`src/rtl/hilo_ctrl_if.sv`:
```
// Bundle between hilo_ctrl, the execute stage and the multi-cycle mul/div unit.
// slave is the controller's view; master is the environment (execute + unit).
interface hilo_ctrl_if;
    logic        issue;
    logic [2:0]  op;
    logic [31:0] rs_val;
    logic [31:0] rt_val;
    logic        stall;
    logic [31:0] hi;
    logic [31:0] lo;
    logic [3:0]  md_choice;
    logic [31:0] md_a;
    logic [31:0] md_b;
    logic        md_rst;
    logic        md_busy;
    logic [31:0] md_q;
    logic [31:0] md_r;
    logic        md_err;

    modport master (
        output issue, op, rs_val, rt_val, md_busy, md_q, md_r,
        input  stall, hi, lo, md_choice, md_a, md_b, md_rst, md_err
    );

    modport slave (
        input  issue, op, rs_val, rt_val, md_busy, md_q, md_r,
        output stall, hi, lo, md_choice, md_a, md_b, md_rst, md_err
    );
endinterface

```
`src/rtl/hilo_ctrl.sv`:
```
// HI/LO register owner and sequencer for the multi-cycle mul/div unit.
// Latches requests, holds choice/operands stable and captures results into HI/LO.
module hilo_ctrl #(
    parameter int unsigned TIMEOUT = 48
) (
    input logic        clk,
    input logic        rst,
    hilo_ctrl_if.slave ctrl_io
);
    localparam int unsigned     CntW    = $clog2(TIMEOUT) + 1;
    localparam logic [CntW-1:0] CntLast = CntW'(TIMEOUT - 1);

    typedef enum logic [1:0] {StIdle, StMul, StDstart, StDwait} state_e;

    state_e          state_q;
    logic [31:0]     hi_q;
    logic [31:0]     lo_q;
    logic [31:0]     a_q;
    logic [31:0]     b_q;
    logic [3:0]      choice_q;
    logic [CntW-1:0] cnt_q;
    logic            abort_q;
    logic [3:0]      choice_dec;

    always_comb begin
        choice_dec = 4'b0000;
        unique case (ctrl_io.op)
            3'b001:  choice_dec = 4'b0010;
            3'b010:  choice_dec = 4'b0001;
            3'b011:  choice_dec = 4'b1000;
            3'b100:  choice_dec = 4'b0100;
            default: choice_dec = 4'b0000;
        endcase
    end

    always_ff @(posedge clk) begin
        if (!rst) begin
            state_q  <= StIdle;
            hi_q     <= '0;
            lo_q     <= '0;
            a_q      <= '0;
            b_q      <= '0;
            choice_q <= '0;
            cnt_q    <= '0;
            abort_q  <= 1'b0;
        end else begin
            abort_q <= 1'b0;
            unique case (state_q)
                StIdle: begin
                    if (ctrl_io.issue) begin
                        if (choice_dec != 4'b0000) begin
                            a_q      <= ctrl_io.rs_val;
                            b_q      <= ctrl_io.rt_val;
                            choice_q <= choice_dec;
                            cnt_q    <= '0;
                            state_q  <= (choice_dec[1] | choice_dec[0]) ? StMul : StDstart;
                        end else if (ctrl_io.op == 3'b101) begin
                            hi_q <= ctrl_io.rs_val;
                        end else if (ctrl_io.op == 3'b110) begin
                            lo_q <= ctrl_io.rs_val;
                        end
                    end
                end
                StMul: begin
                    hi_q     <= ctrl_io.md_q;
                    lo_q     <= ctrl_io.md_r;
                    choice_q <= '0;
                    state_q  <= StIdle;
                end
                StDstart, StDwait: begin
                    // Timeout wins over a capture falling on the same edge.
                    if (cnt_q == CntLast) begin
                        choice_q <= '0;
                        abort_q  <= 1'b1;
                        state_q  <= StIdle;
                    end else begin
                        cnt_q <= cnt_q + CntW'(1);
                        if (state_q == StDstart) begin
                            if (ctrl_io.md_busy) state_q <= StDwait;
                        end else if (!ctrl_io.md_busy) begin
                            lo_q     <= ctrl_io.md_q;
                            hi_q     <= ctrl_io.md_r;
                            choice_q <= '0;
                            state_q  <= StIdle;
                        end
                    end
                end
            endcase
        end
    end

    assign ctrl_io.stall     = ctrl_io.issue & (state_q != StIdle);
    assign ctrl_io.hi        = hi_q;
    assign ctrl_io.lo        = lo_q;
    assign ctrl_io.md_choice = choice_q;
    assign ctrl_io.md_a      = a_q;
    assign ctrl_io.md_b      = b_q;
    assign ctrl_io.md_rst    = ~rst | abort_q;
    assign ctrl_io.md_err    = abort_q;
endmodule

```
`src/flat_wrapper.sv`:
```
// flat-port wrapper written by rule: the top's interface ports become plain ports
module hilo_ctrl_flat 
#(
    parameter int unsigned TIMEOUT = 48
)
  (clk, rst, ctrl_io_issue, ctrl_io_op, ctrl_io_rs_val, ctrl_io_rt_val, ctrl_io_md_busy, ctrl_io_md_q, ctrl_io_md_r, ctrl_io_stall, ctrl_io_hi, ctrl_io_lo, ctrl_io_md_choice, ctrl_io_md_a, ctrl_io_md_b, ctrl_io_md_rst, ctrl_io_md_err);
  hilo_ctrl_if ctrl_io_i ();
  input logic clk;
  input logic rst;
  input wire logic [$bits(ctrl_io_i.issue)-1:0] ctrl_io_issue;
  input wire logic [$bits(ctrl_io_i.op)-1:0] ctrl_io_op;
  input wire logic [$bits(ctrl_io_i.rs_val)-1:0] ctrl_io_rs_val;
  input wire logic [$bits(ctrl_io_i.rt_val)-1:0] ctrl_io_rt_val;
  input wire logic [$bits(ctrl_io_i.md_busy)-1:0] ctrl_io_md_busy;
  input wire logic [$bits(ctrl_io_i.md_q)-1:0] ctrl_io_md_q;
  input wire logic [$bits(ctrl_io_i.md_r)-1:0] ctrl_io_md_r;
  output wire logic [$bits(ctrl_io_i.stall)-1:0] ctrl_io_stall;
  output wire logic [$bits(ctrl_io_i.hi)-1:0] ctrl_io_hi;
  output wire logic [$bits(ctrl_io_i.lo)-1:0] ctrl_io_lo;
  output wire logic [$bits(ctrl_io_i.md_choice)-1:0] ctrl_io_md_choice;
  output wire logic [$bits(ctrl_io_i.md_a)-1:0] ctrl_io_md_a;
  output wire logic [$bits(ctrl_io_i.md_b)-1:0] ctrl_io_md_b;
  output wire logic [$bits(ctrl_io_i.md_rst)-1:0] ctrl_io_md_rst;
  output wire logic [$bits(ctrl_io_i.md_err)-1:0] ctrl_io_md_err;
  assign ctrl_io_i.issue = ctrl_io_issue;
  assign ctrl_io_i.op = ctrl_io_op;
  assign ctrl_io_i.rs_val = ctrl_io_rs_val;
  assign ctrl_io_i.rt_val = ctrl_io_rt_val;
  assign ctrl_io_i.md_busy = ctrl_io_md_busy;
  assign ctrl_io_i.md_q = ctrl_io_md_q;
  assign ctrl_io_i.md_r = ctrl_io_md_r;
  assign ctrl_io_stall = ctrl_io_i.stall;
  assign ctrl_io_hi = ctrl_io_i.hi;
  assign ctrl_io_lo = ctrl_io_i.lo;
  assign ctrl_io_md_choice = ctrl_io_i.md_choice;
  assign ctrl_io_md_a = ctrl_io_i.md_a;
  assign ctrl_io_md_b = ctrl_io_i.md_b;
  assign ctrl_io_md_rst = ctrl_io_i.md_rst;
  assign ctrl_io_md_err = ctrl_io_i.md_err;
  hilo_ctrl #(.TIMEOUT(TIMEOUT)) u_core (.clk(clk), .rst(rst), .ctrl_io(ctrl_io_i));
endmodule
```
`config.mk`:
```
export PLATFORM = sky130hd
export DESIGN_NAME = hilo_ctrl_flat
export DESIGN_NICKNAME = d
export VERILOG_FILES = /design/src/rtl/hilo_ctrl_if.sv /design/src/rtl/hilo_ctrl.sv /design/src/flat_wrapper.sv
export SDC_FILE = /design/constraint.sdc
export NUM_CORES = 1
export LEC_CHECK = 0
export ABC_CLOCK_PERIOD_IN_PS = 2200
export CAP_MARGIN = 40
export CORE_UTILIZATION = 35
export DETAILED_ROUTE_END_ITERATION = 16
export PLACE_DENSITY = 0.69
export SYNTH_ARGS = -nofsm -noshare
export SYNTH_HDL_FRONTEND = slang
export SYNTH_SLANG_ARGS = --single-unit
```
`constraint.sdc`:
```
create_clock -name clk -period 2.2 [get_ports clk]
set_input_delay 0.44 -clock clk [delete_from_list [all_inputs] [get_ports clk]]
set_output_delay 0.44 -clock clk [all_outputs]
set_load 0.02 [all_outputs]
```
==> summary.md, run 1 <==
The root buffer cell chosen for the clock tree is sky130_fd_sc_hd__clkbuf_16. For this design the total switching power over the nets is 3.05 mW. Shortest period the worst path allows: 1.91 ns. The worst hold path was traced through 2 stages. The effective utilization at floorplan was 36.3%. The run finished with clean final reports.

In the post-synthesis netlist, the biggest area contributors are sky130_fd_sc_hd__dfxtp_1 41%, sky130_fd_sc_hd__nand2_1 15%, sky130_fd_sc_hd__mux2i_1 9.9%, sky130_fd_sc_hd__o21ai_0 9.2%, sky130_fd_sc_hd__nand4_1 6.2%. The design draws 9.10 mW. On the final layout, the worst hold slack is 0.451 ns. The average instance in the mapped netlist occupies 7.91 sq um.

Across the run, the number of max-cap violations was 0. The main flop type after synthesis was sky130_fd_sc_hd__dfxtp_1. In this run, synthesis inferred 0 flip-flops with an integrated enable.

The tools report the highest ir drop seen on vdd as 0.000528 V. The number of top-level pins is 270, and the placed standard-cell area is 9840 sq um. The die covers 20,300 sq um. Setup violations remaining at the end of the flow were counted as 0. The maximum net fanout on the critical path was 2; the all-layer global routing usage was 21.2%. Number of nets with antenna violations after routing: 0.

The H-tree was split into 4 levels. Setup slack at placement: -0.0323 ns. Among all cell types in the netlist, the one instantiated most often is sky130_fd_sc_hd__nand2_1. On the worst path, the slowest cell contributes a delay of 0.50 ns. Post-synthesis cell type with the largest combined area: sky130_fd_sc_hd__dfxtp_1. For the residual DRC count, the log shows 0. After synthesis, the largest area contributor takes up 41.2% of total cell area.

Synthesis instantiated 41 different standard cells from the library. STA classifies the critical path endpoint as an output port. The count of final max-slew check failures is 0. The layout-stage area growth over the synthesis result works out to 51.5%. The slew of the pin with the lowest slew margin works out to 0.822 ns.

Dividing the final minimum period by the clock period gives 86.9%. Net switching is 33.5% of the power. Combinational logic burns 33.3% of the power. The final count of hold timing violations came out at 0.

Setup repair after global routing left no endpoint under its margin. TritonCTS built the clock tree. From left edge to right edge, the die measures 142 um.

The count of warnings emitted by yosys came out at 0. Area of the mapped netlist: 6900 sq um. The source of the worst register-to-register timing path is u_core.cnt_q[0]$_SDFFE_PN0P_. The via count of the first global-routing pass came out at 6,315. The worst setup path is of the input pin to output port kind.

In this run the core area contains 50 standard-cell rows. The setup slack of the worst register-to-register path was 0.39 ns; the post-synthesis cell count was 872. In this run, the number of DRC markers left after iteration 0 of detailed routing was 317. The analysis attributes to cell leakage a power of 3.65 nW. The post-detailed-route via-to-cell ratio came out at 4.95. The first detailed-routing pass ran for 5 iterations.

The tools report the post-route setup TNS as 0 ns. In this run the standard cell core region covers 19,000 sq um. In this run, CTS created clock tree buffers numbering 17.

The logs give 33,600 um for the global-route wire length before repair and 10,500 sq um for the total non-filler cell area in the finished layout. After synthesis, the share of flip-flops with an asynchronous set or reset is 0%. The run gives 208 as the maximum number of pins on one net before global-route repair.

In this run, synthesis produced a sequential element count of 142. The worst register-to-register path ends at u_core.ctrl_io.hi[14]$_SDFFE_PN0P_. For the final database, setup skew stands at 0.00936 ns. The wire-length estimate of the detail-placed layout is 14,900 um. For the worst setup path, the data required time is 1.76 ns. For this block, the routed nets add up to 21,500 um of wire. Setup slack closes at 0.289 ns. The critical-path cell with the highest stage delay was sky130_fd_sc_hd__clkdlybuf4s50_1. After synthesis, the most frequently instantiated cells are 268 x sky130_fd_sc_hd__nand2_1, 142 x sky130_fd_sc_hd__dfxtp_1, 127 x sky130_fd_sc_hd__o21ai_0. Summing the sequential cell areas from Yosys gives 41.2% of the chip area. The startpoint identified for the worst hold timing path is u_core.ctrl_io.md_a[7]$_SDFFE_PN0P_. At the worst endpoint, the arrival time is 1.47 ns. In this run the tool buffered the top-level ports with 269 buffer cells. STA classifies the critical path startpoint as an input pin. The cell depth of the worst flop-to-flop path came out at 6. The share of total power dissipated in the clock network is 32.7%. The number of hold buffers added after CTS was 0. In this run the worst hold path is classified as flip-flop to flip-flop. For the deepest clock path buffer count, the log shows 2. The net count after synthesis was 1,008.

Clock insertion delay at the later pin of the skew report: 0.42 ns. The logs give 0 for the count of antenna diodes in the layout and 6.05 mW for the design internal power. Of the total power, registers draw 33.9%. The share of cells above drive strength 1 works out to 6.43%. The net count reported at finish is 1,242. The die extent in y works out to 142 um. The signal on the critical path passes through clkdlybuf4s50_1, nor2b_1, dlygate4sd2_1.

The congestion estimate from routability-driven global placement came to 0.794. The path with the worst hold slack has its endpoint at u_core.ctrl_io.md_a[7]$_SDFFE_PN0P_. Summing over every cut layer, the via total after detailed routing is 6,828. The initial antenna violation count is 0, and the maximum clock rate is 523 MHz. The global-route congestion overflow total is 0.

The per-cell routed wire length is 15.6 um. Power per unit of standard cell area: 870 nW/um^2. The register clock-pin slew on the reported worst setup and hold paths was 0.06 ns; the relative slew slack was 45.2%. The TritonCTS sink count was 142.
routing by layer:
layer	routed length, um	vias to the layer above	share of wire, %	global-route usage [%]
li1	-	3483	-	-
met1	9630	3132	45	26.7
met2	10100	190	47	34.5
met3	1440	23	6.7	5.99
met4	374	0	1.7	7.64
met5	0	-	0	0
final cells by class:
type                       instances  area, sq um
clock inverter                    13          153
fill                            1792         8560
multi-input combinational        650         3680
tap                              260          325
sequential                       142         2850
clock buffer                      19          464
timing repair buffer             295         2990
worst max path at each step:
stage	start	to	slack, ns
4_1_cts	ctrl_io_issue	ctrl_io_stall	0.25
5_1_grt	u_core.cnt_q[0]$_SDFFE_PN0P_	u_core.ctrl_io.hi[15]$_SDFFE_PN0P_	0.18
6_report	ctrl_io_issue	ctrl_io_stall	0.29
3_3_place_gp	ctrl_io_issue	ctrl_io_stall	-0.04
3_5_place_dp	ctrl_io_issue	ctrl_io_stall	-0.03
2_1_floorplan	ctrl_io_op[2]	u_core.ctrl_io.md_a[24]$_SDFFE_PN0P_	0.64
sequential cells by signal, summed over array words and instances, names as in the netlist:
| name | flops |
|---|---|
| u_core.ctrl_io.md_err | 1 |
| u_core.ctrl_io.md_a | 32 |
| u_core.ctrl_io.md_b | 32 |
| u_core.state_q | 2 |
| u_core.cnt_q | 7 |
| u_core.ctrl_io.hi | 32 |
| u_core.ctrl_io.md_choice | 4 |
| u_core.ctrl_io.lo | 32 |
kinds of logic after synthesis:
kind of cell | Yosys count | share of synthesized area, %
compound gates | 209 | 18.3
simple gates | 369 | 24.0
buf+inv | 80 | 6.09
mux | 68 | 9.86
xor+xnor | 3 | 0.381
fa+ha+maj | 1 | 0.181
flops | 142 | 41.2
critical path, delay by kind of cell:
family	cells	cell delay, ns
and+or+nand+nor	1	0.18
buffers and inverters	2	0.85
through the flow:
step	util [%]	instances
final	55.0	1379
after global routing	55.0	1379
after CTS	55.0	1379
after detailed placement	51.8	1347
after global placement	51.8	1347
after floorplan	-	872
power groups by stage:
stage          Clock (mW)  Sequential (mW)  Combinational (mW)
6_report             2.98             3.09                3.03
5_1_grt              3.16             3.13                3.30
4_1_cts              3.05             3.09                3.07
3_5_place_dp            0             3.14                3.06
3_3_place_gp            0             3.13                3.03
2_1_floorplan           0             3.48                1.34
cell usage in the layout (no fill, tap or decap), drive strengths merged, types with 3 or more instances in the layout:
cell type,n
clkbuf,19
dfxtp,142
a21boi,64
xor2,3
inv,3
mux2i,68
clkinv,5
clkdlybuf4s50,267
buf,27
o21bai,3
nand4,69
nand2b,3
a21oi,3
nor2b,4
o21ai,133
nor2,7
clkinvlp,3
nand3,4
nand2,268
what timing repair did:
action,CTS,global route
setup buffers,0,0
endpoints found under the setup margin,1,0
gates resized for setup,1,0
Power figures use the tool's default switching activity.
==> inputs of run 2 (changes only) <==
Settings changed: CTS_CLUSTER_DIAMETER set to 150.
==> results of run 2 <==
The final DEF is identical to that of run 1; final timing and power are the same.
